===== config.mk =====
export PLATFORM = sky130hd
export DESIGN_NAME = fsm_step_scheduler
export DESIGN_NICKNAME = d
export VERILOG_FILES = /design/src/rtl/fsm_step_scheduler.sv
export SDC_FILE = /design/constraint.sdc
export NUM_CORES = 1
export LEC_CHECK = 0
export ABC_AREA = 1
export BUFFER_PORTS_ARGS = -buffer_cell sky130_fd_sc_hd__buf_2
export CAP_MARGIN = 20
export CORE_MARGIN = 2
export CORE_UTILIZATION = 47
export DETAILED_ROUTE_END_ITERATION = 8
export PLACE_DENSITY = 0.75
export SLEW_MARGIN = 40
export SYNTH_ARGS = -nofsm -noshare
export SYNTH_HDL_FRONTEND = slang
export SYNTH_SLANG_ARGS = --single-unit

===== constraint.sdc =====
create_clock -name clock -period 1.92 [get_ports clock]
set_input_delay 0.288 -clock clock [delete_from_list [all_inputs] [get_ports clock]]
set_output_delay 0.288 -clock clock [all_outputs]
set_load 0.005 [all_outputs]

===== src/rtl/fsm_step_scheduler.sv =====
// Round-robin burst scheduler for the shared x_in-driven 4-state machine.
// Grants one requester at a time, holds x_out high for that requester's step count and cross-checks the machine's next_state.
module fsm_step_scheduler #(
  parameter int NREQ = 4,
  parameter int CNTW = 4
) (
  input  logic                 clock,
  input  logic                 reset_b,
  input  logic [NREQ-1:0]      req,
  input  logic [NREQ*CNTW-1:0] steps,
  input  logic [1:0]           fsm_next_state,
  output logic                 x_out,
  output logic [NREQ-1:0]      grant,
  output logic                 busy,
  output logic                 done,
  output logic [1:0]           pos,
  output logic                 mismatch
);

  localparam int PW = (NREQ > 1) ? $clog2(NREQ) : 1;

  typedef enum logic [1:0] {
    IDLE = 2'd0,
    RUN  = 2'd1,
    DONE = 2'd2
  } ctrl_state_t;

  ctrl_state_t     state;
  logic [PW-1:0]   ptr;
  logic [CNTW-1:0] count;

  logic            found;
  logic [PW-1:0]   winner;
  logic [PW:0]     idx;
  logic [NREQ-1:0] winner_oh;
  logic [CNTW-1:0] winner_steps;
  logic [PW-1:0]   ptr_next;
  logic [1:0]      expected;

  // Machine sequence 00 -> 01 -> 11 -> 10 -> 00 (Gray order).
  function automatic logic [1:0] step_of(input logic [1:0] p);
    return {p[0], ~p[1]};
  endfunction

  // First set request scanning upward from ptr, wrapping modulo NREQ.
  always_comb begin
    found  = 1'b0;
    winner = '0;
    idx    = '0;
    for (int i = 0; i < NREQ; i++) begin
      idx = {1'b0, ptr} + (PW+1)'(i);
      if (idx >= (PW+1)'(NREQ)) idx = idx - (PW+1)'(NREQ);
      if (!found && req[idx[PW-1:0]]) begin
        found  = 1'b1;
        winner = idx[PW-1:0];
      end
    end
  end

  assign winner_oh    = {{(NREQ-1){1'b0}}, 1'b1} << winner;
  assign winner_steps = steps[winner*CNTW +: CNTW];
  assign ptr_next     = (winner == PW'(NREQ-1)) ? '0 : winner + PW'(1);

  assign x_out    = (state == RUN);
  assign done     = (state == DONE);
  assign busy     = (state != IDLE);
  assign expected = x_out ? step_of(pos) : pos;

  always_ff @(posedge clock or negedge reset_b) begin
    if (!reset_b) begin
      state    <= IDLE;
      grant    <= '0;
      ptr      <= '0;
      count    <= '0;
      pos      <= 2'b00;
      mismatch <= 1'b0;
    end else begin
      if (fsm_next_state != expected) mismatch <= 1'b1;
      case (state)
        IDLE: begin
          if (found) begin
            grant <= winner_oh;
            count <= winner_steps;
            ptr   <= ptr_next;
            state <= (winner_steps != '0) ? RUN : DONE;
          end
        end
        RUN: begin
          pos   <= step_of(pos);
          count <= count - CNTW'(1);
          // Leaving at count==1 keeps count from ever wrapping below zero.
          if (count == CNTW'(1)) state <= DONE;
        end
        DONE: begin
          grant <= '0;
          state <= IDLE;
        end
        default: state <= IDLE;
      endcase
    end
  end

endmodule


* After elaboration in Yosys (flattened, before gate mapping)
Index checks and enable logic that the tools add are counted.
** Operators by class
- Eq/ne operators :: 7
- Bitwise logic cells :: 1
- Reductions and logical operators :: 15
- Shift-type cells :: 2
- Add/sub/neg operators :: 9
- Mux-type cells :: 30
- $lt $le $gt $ge :: 8
** Operators with widths (number)
- 2-to-1 mux 2 bit :: 13
- one-hot mux 4 bit (2 select lines) :: 2
- variable part select 16 x 5 -> 4 bit :: 1
- < comparator 2 x 3 -> 1 bit (second input constant) :: 4
- greater-or-equal comparator 3 bit (second input constant) :: 3
- binary-select mux 1 bit (select 2 bit) :: 4
- 2-to-1 mux 1 bit :: 8
- 2-to-1 mux 4 bit :: 2
- AND reduction 2 bit :: 4
- subtractor 2 x 1 -> 2 bit (second input constant) :: 4
- adder 2 x 2 -> 3 bit (second input constant) :: 2
- nonzero test 2 bit :: 3
- == test 2 bit (second input constant) :: 2
- == test 4 x 1 -> 1 bit (second input constant) :: 1
- one-hot mux 2 bit (2 select lines) :: 1
- nonzero test 4 bit :: 1
- left shift 1 x 2 -> 4 bit (first input constant) :: 1
- subtractor 4 x 1 -> 4 bit (second input constant) :: 1
- adder 2 x 1 -> 3 bit (second input constant) :: 1
- greater-or-equal comparator 2 x 3 -> 1 bit (second input constant) :: 1
- logical AND 1 bit :: 3
- logical NOT 1 bit :: 3
- adder 2 x 1 -> 2 bit (second input constant) :: 1
- == test 2 x 1 -> 1 bit (second input constant) :: 1
- other kinds (5) :: 5
** Storage, ports and cells
- Input port bits :: 24
- Bits in registers :: 15
- Output and inout bits :: 10

* Longest topological paths before layout
- Word-level depth :: 19
- Mapped depth :: 17
- Depth with buffers taken out :: 17

* Least setup slack after synthesis
OpenSTA, ideal clock, no wires.
- Kind :: reg-to-reg
- Start :: register ptr[0]
- End :: register ptr[1]
- Slack :: 136 ps
- Arrival time :: 1658 ps
- Setup time :: 126 ps
- Clock period less this slack :: 1784 ps
- Stages on the path, launching flop included :: 13
- Path buffers :: 1
- Cell sequence :: dfrtp_1 buf_4 nand2_1 nand2_2 nand2_2 nand2_4 nor2_8 nand3_4 nand3_4 inv_1 ha_1 nand2_1 o21ai_0
** Between the ends
- Word-level cells in the longest chain between the ends :: 16
- Elaborated cells between the ends (all ways) :: 41
- Classes of those cells :: 8 x add/sub; 4 x order compare; 1 x eq/ne; 21 x mux; 7 x reduce/logical
** RTL lines
- start: declaration :: line 29 : logic [PW-1:0] ptr;
- start signal: assignment :: line 84 : ptr <= ptr_next;
- parallel branches: the longest is 13 deep, another holds adder 2 x 1 -> 3 bit
- 2-to-1 mux 2 bit (*) :: line 53 : if (!found && req[idx[PW-1:0]]) begin
- adder 2 x 1 -> 2 bit or == test 2 bit (tied branches) :: line 62 : assign ptr_next = (winner == PW'(NREQ-1)) ? '0 : winner + PW'(1);
- 2-to-1 mux 2 bit (*) :: line 62
- named net ptr_next[1] :: line 37 : logic [PW-1:0] ptr_next;
Mark *: on every way through the listed nets, which the timed path passes. The select of a mux whose other input is x is not followed.
A chain may end at the register's enable or synchronous reset.

* Final worst setup path
- Start :: register ptr[0]
- End :: register state[0]
** Between the ends
- Word-level cells in the longest chain between the ends :: 19
- Elaborated cells between the ends (all ways) :: 44
- Classes of those cells :: 7 x add/sub; 4 x order compare; 1 x eq/ne; 1 x shift; 23 x mux; 8 x reduce/logical
** RTL lines
- parallel branches: the longest is 19 deep, another holds adder 2 x 1 -> 3 bit
- end signal: assignment :: line 85 : state <= (winner_steps != '0) ? RUN : DONE;
- end: declaration :: line 28 : ctrl_state_t state;
Parallel ways; which one is timed is not known. The select of a mux whose other input is x is not followed.

==> impl_metrics.csv <==
group,metric,value,unit
yosys,ys_seq_area_share,29.6,%
setup_path,cpLargestDelayFamily,"simple AND/OR/NAND/NOR gates",
cts,htree_levels,1,
layout,regArea,378,um^2
layout,drive_gt1_share,43.7,%
routing,num_vias,1402,
floorplan,die_h,56.0,um
routing,wirelength_met1,1580,um
yosys,syn-mean-instance-area,6.57,um^2
floorplan,die_w,56.0,um
routing,drtAntennaViolNets,0,
routing,drt-initial-drc-count,92,
timing,clock_skew,0.00941,ns
setup_path,worstSetupEndpointType,"flip-flop",
layout,nets,276,
timing,slew_headroom,68.5,%
setup_path,path_max_fanout,5,
placement,dpl_cell_area,0.00152,mm^2
setup_path,cpPeakStageDelay,0.46,ns
yosys,synth.distinct_cells,24,
setup_path,cp_num_buf_inv,1,
grt,grt_max_degree,16,
floorplan,core,0.00252,mm^2
placement,gp_congestion,0.860,
job,cap_violations,0,
floorplan,start_util,50.3,%
timing,setup_viol,6,
yosys,yosysWarnings,0,
placement,pre_cts_ws,-0.0253,ns
run_status,violations,"negative setup slack",
cts,clockRootBuffer,"clkbuf_4",
run_status,outcome,"finished, violations left",
timing,finalMaxSlewViolations,0,
timing,setup_slack,-0.0555,ns
grt,grt_pass1_vias,1225,
cts,cts_tree,"done",
routing,wl_met2,1550,um
routing,first_pass_iters,4,
grt,grt_pass1_wl,5070,um
layout,diodes,0,
floorplan,dieArea,0.00313,mm^2
setup_path,cp_common_cell,"nand2_1",
hold_path,hold_class,"input pin to flip-flop",
routing,wl_met3,259,um
setup_path,path_cells,"buf_6, nand2_1, nand2_2, nand2_1, nand2_1, nand2_2, nand2_4, nand2_4, nand3_4, nand2_2, nand2_1, nand2_1, nand2_1, nor2_1, nand2_1, nand2_1, nand2_1",
timing,period_share,103,%
routing,post_drt_wl_per_cell,12.6,um
yosys,yosys_register_bits,15,
cts,clock_sinks,15,
setup_path,worstSetupPathType,"flip-flop to flip-flop",
routing,vias_per_cell,5.10,
timing,hold_violations,0,
placement,portBuffers,33,
grt,grt_usage,20.4,%
timing,tightest_slew,0.468,ns
layout,fillers,200,
timing,fmax,0.506,GHz
yosys,syn_nets,223,
layout,multi_input_area,932,um^2
cts,clk_path_buf_depth,2,
cts,insertion_delay,0.29,ns
layout,design_area,0.00179,mm^2
placement,dp_hpwl,2260,um
setup_path,critPathRequiredTime,2.11,ns
yosys,synthesis.area,0.00127,mm^2
cts,cts_buffers,3,
routing,drc_errors,0,
grt,grt_overflow,0,
yosys,synthCells,193,
setup_path,slowest_stage,"dfrtp_2",
routing,routed.top_layer,"met4",
timing,layout_min_cycle_time,1.98,ns
setup_path,cp.arrival,2.17,ns
floorplan,ioPinCount,34,
floorplan,row_count,18,
layout,synthToLayoutAreaGrowth,40.9,%
setup_path,start_kind,"flip-flop",
routing,drt_wl_total,3470,um
cts,clk_pin_slew,0.09,ns
grt,grt_antenna_before_repair,0,
timing,rsz0062_at_grt,"true",
==> state kept, by name, indices dropped and copies added, names as in the netlist <==
name,cells
count,4
grant,4
pos,2
ptr,2
state,2
mismatch,1
==> per-layer routing <==
metal	global-route usage [%]	vias to the layer above
met3	2.56	8
met2	30.3	64
li1	-	716
met4	9.18	0
met5	0	-
met1	29.4	614
==> cell usage in the layout, fill, tap and decap left out <==
master	netlist	layout
buf_6	0	3
buf_2	1	33
nand3_4	2	3
o21ai_1	1	2
xor2_1	1	1
nand2_4	1	12
nand2_1	73	51
o221ai_1	1	1
dlygate4sd3_1	0	1
clkbuf_1	0	1
inv_4	0	2
o21ai_0	11	8
nand4_1	1	1
nand3_2	2	6
nand2_2	10	22
nor2_2	0	1
clkbuf_4	0	3
inv_1	28	25
inv_2	4	4
o21ai_2	0	2
ha_2	0	1
dfrtp_1	15	13
nor2_8	1	1
o211ai_1	3	3
clkinv_4	0	1
nor2_1	7	6
nand3_1	19	16
buf_4	1	10
ha_1	6	5
nand3b_1	1	1
a21oi_1	2	2
xnor2_1	1	1
a21oi_2	1	1
dfrtp_2	0	2
==> through the flow <==
| step | cells | hold WS [ns] | setup TNS [ns] | util [%] |
|---|---|---|---|---|
| after global routing | 275 | 0.228 | -1.43 | 70.9 |
| after CTS | 268 | 0.232 | 0 | 63.3 |
| final | 275 | 0.236 | -0.160 | 70.9 |
| after floorplan | 193 | -0.00759 | 0 | - |
| after detailed placement | 262 | 0.205 | -0.0465 | 60.2 |
| after global placement | 262 | 0.205 | 0 | 60.2 |
==> kinds of logic after synthesis <==
logic type / Yosys count / synth area share (%)
compound gates: 19 / 8.68
xor+xnor: 2 / 1.38
fa+ha+maj: 6 / 5.92
buf+inv: 34 / 10.5
flops: 15 / 29.6
simple gates: 117 / 44.0
==> cell usage after synthesis <==
library cell	instances	area [um^2]
nand2_1	73	274
inv_1	28	105
nand3_1	19	95.1
dfrtp_1	15	375
o21ai_0	11	55.1
nand2_2	10	62.6
nor2_1	7	26.3
ha_1	6	75.1
inv_2	4	15.0
o211ai_1	3	22.5
a21oi_1	2	10.0
nand3_2	2	20.0
nand3_4	2	35.0
a21oi_2	1	8.76
buf_2	1	5.00
buf_4	1	7.51
nand2_4	1	11.3
nand3b_1	1	7.51
nand4_1	1	6.26
nor2_8	1	20.0
o21ai_1	1	5.00
o221ai_1	1	8.76
xnor2_1	1	8.76
xor2_1	1	8.76
==> final cells by class <==
| type | instances | share of cell area, % |
|---|---|---|
| multi-input combinational | 147 | 52.1 |
| inverter | 32 | 7.28 |
| tap | 30 | 2.10 |
| sequential | 15 | 21.1 |
| clock buffer | 4 | 1.47 |
| timing repair buffer | 47 | 15.9 |
==> worst reg2reg max path, cell delays in order, from the launching register on <==
cell and delay, ns:
dfrtp_2 0.46, buf_6 0.15, nand2_1 0.07, nand2_2 0.07, nand2_1 0.07, nand2_1 0.06
nand2_2 0.13, nand2_4 0.09, nand2_4 0.09, nand3_4 0.11, nand2_2 0.09, nand2_1 0.05
nand2_1 0.06, nand2_1 0.07, nor2_1 0.10, nand2_1 0.09, nand2_1 0.08, nand2_1 0.04
==> repair_timing <==
item / 4_1_cts / 5_1_grt
buffers inserted: 0 / 4
hold buffers: 1 / 0
setup endpoints to repair: 3 / 11
cloned: 1 / 3
pin swaps: 2 / 24
resized for setup: 8 / 49
hold endpoints to repair: 15 / 0
==> worst paths after layout <==
| path | start | endpoint | slack, ns | cells after the start |
|---|---|---|---|---|
| max in group asynchronous | reset_b | ptr[0]$_DFFE_PN0P_ | 1.23 | 2 |
| hold reg to reg | mismatch$_DFFE_PN0P_ | mismatch$_DFFE_PN0P_ | 0.47 | 2 |
| hold / removal | fsm_next_state[1] | mismatch$_DFFE_PN0P_ | 0.24 | 3 |
| setup / recovery | ptr[0]$_DFFE_PN0P_ | state[0]$_DFFE_PN0P_ | -0.06 | 17 |
| min in group asynchronous | reset_b | count[1]$_DFFE_PN0P_ | 0.41 | 2 |
| setup reg to reg | ptr[0]$_DFFE_PN0P_ | state[0]$_DFFE_PN0P_ | -0.06 | 17 |
Power is not shown: default switching activity piles up to over one toggle a cycle in this logic, so the estimate is an artifact.
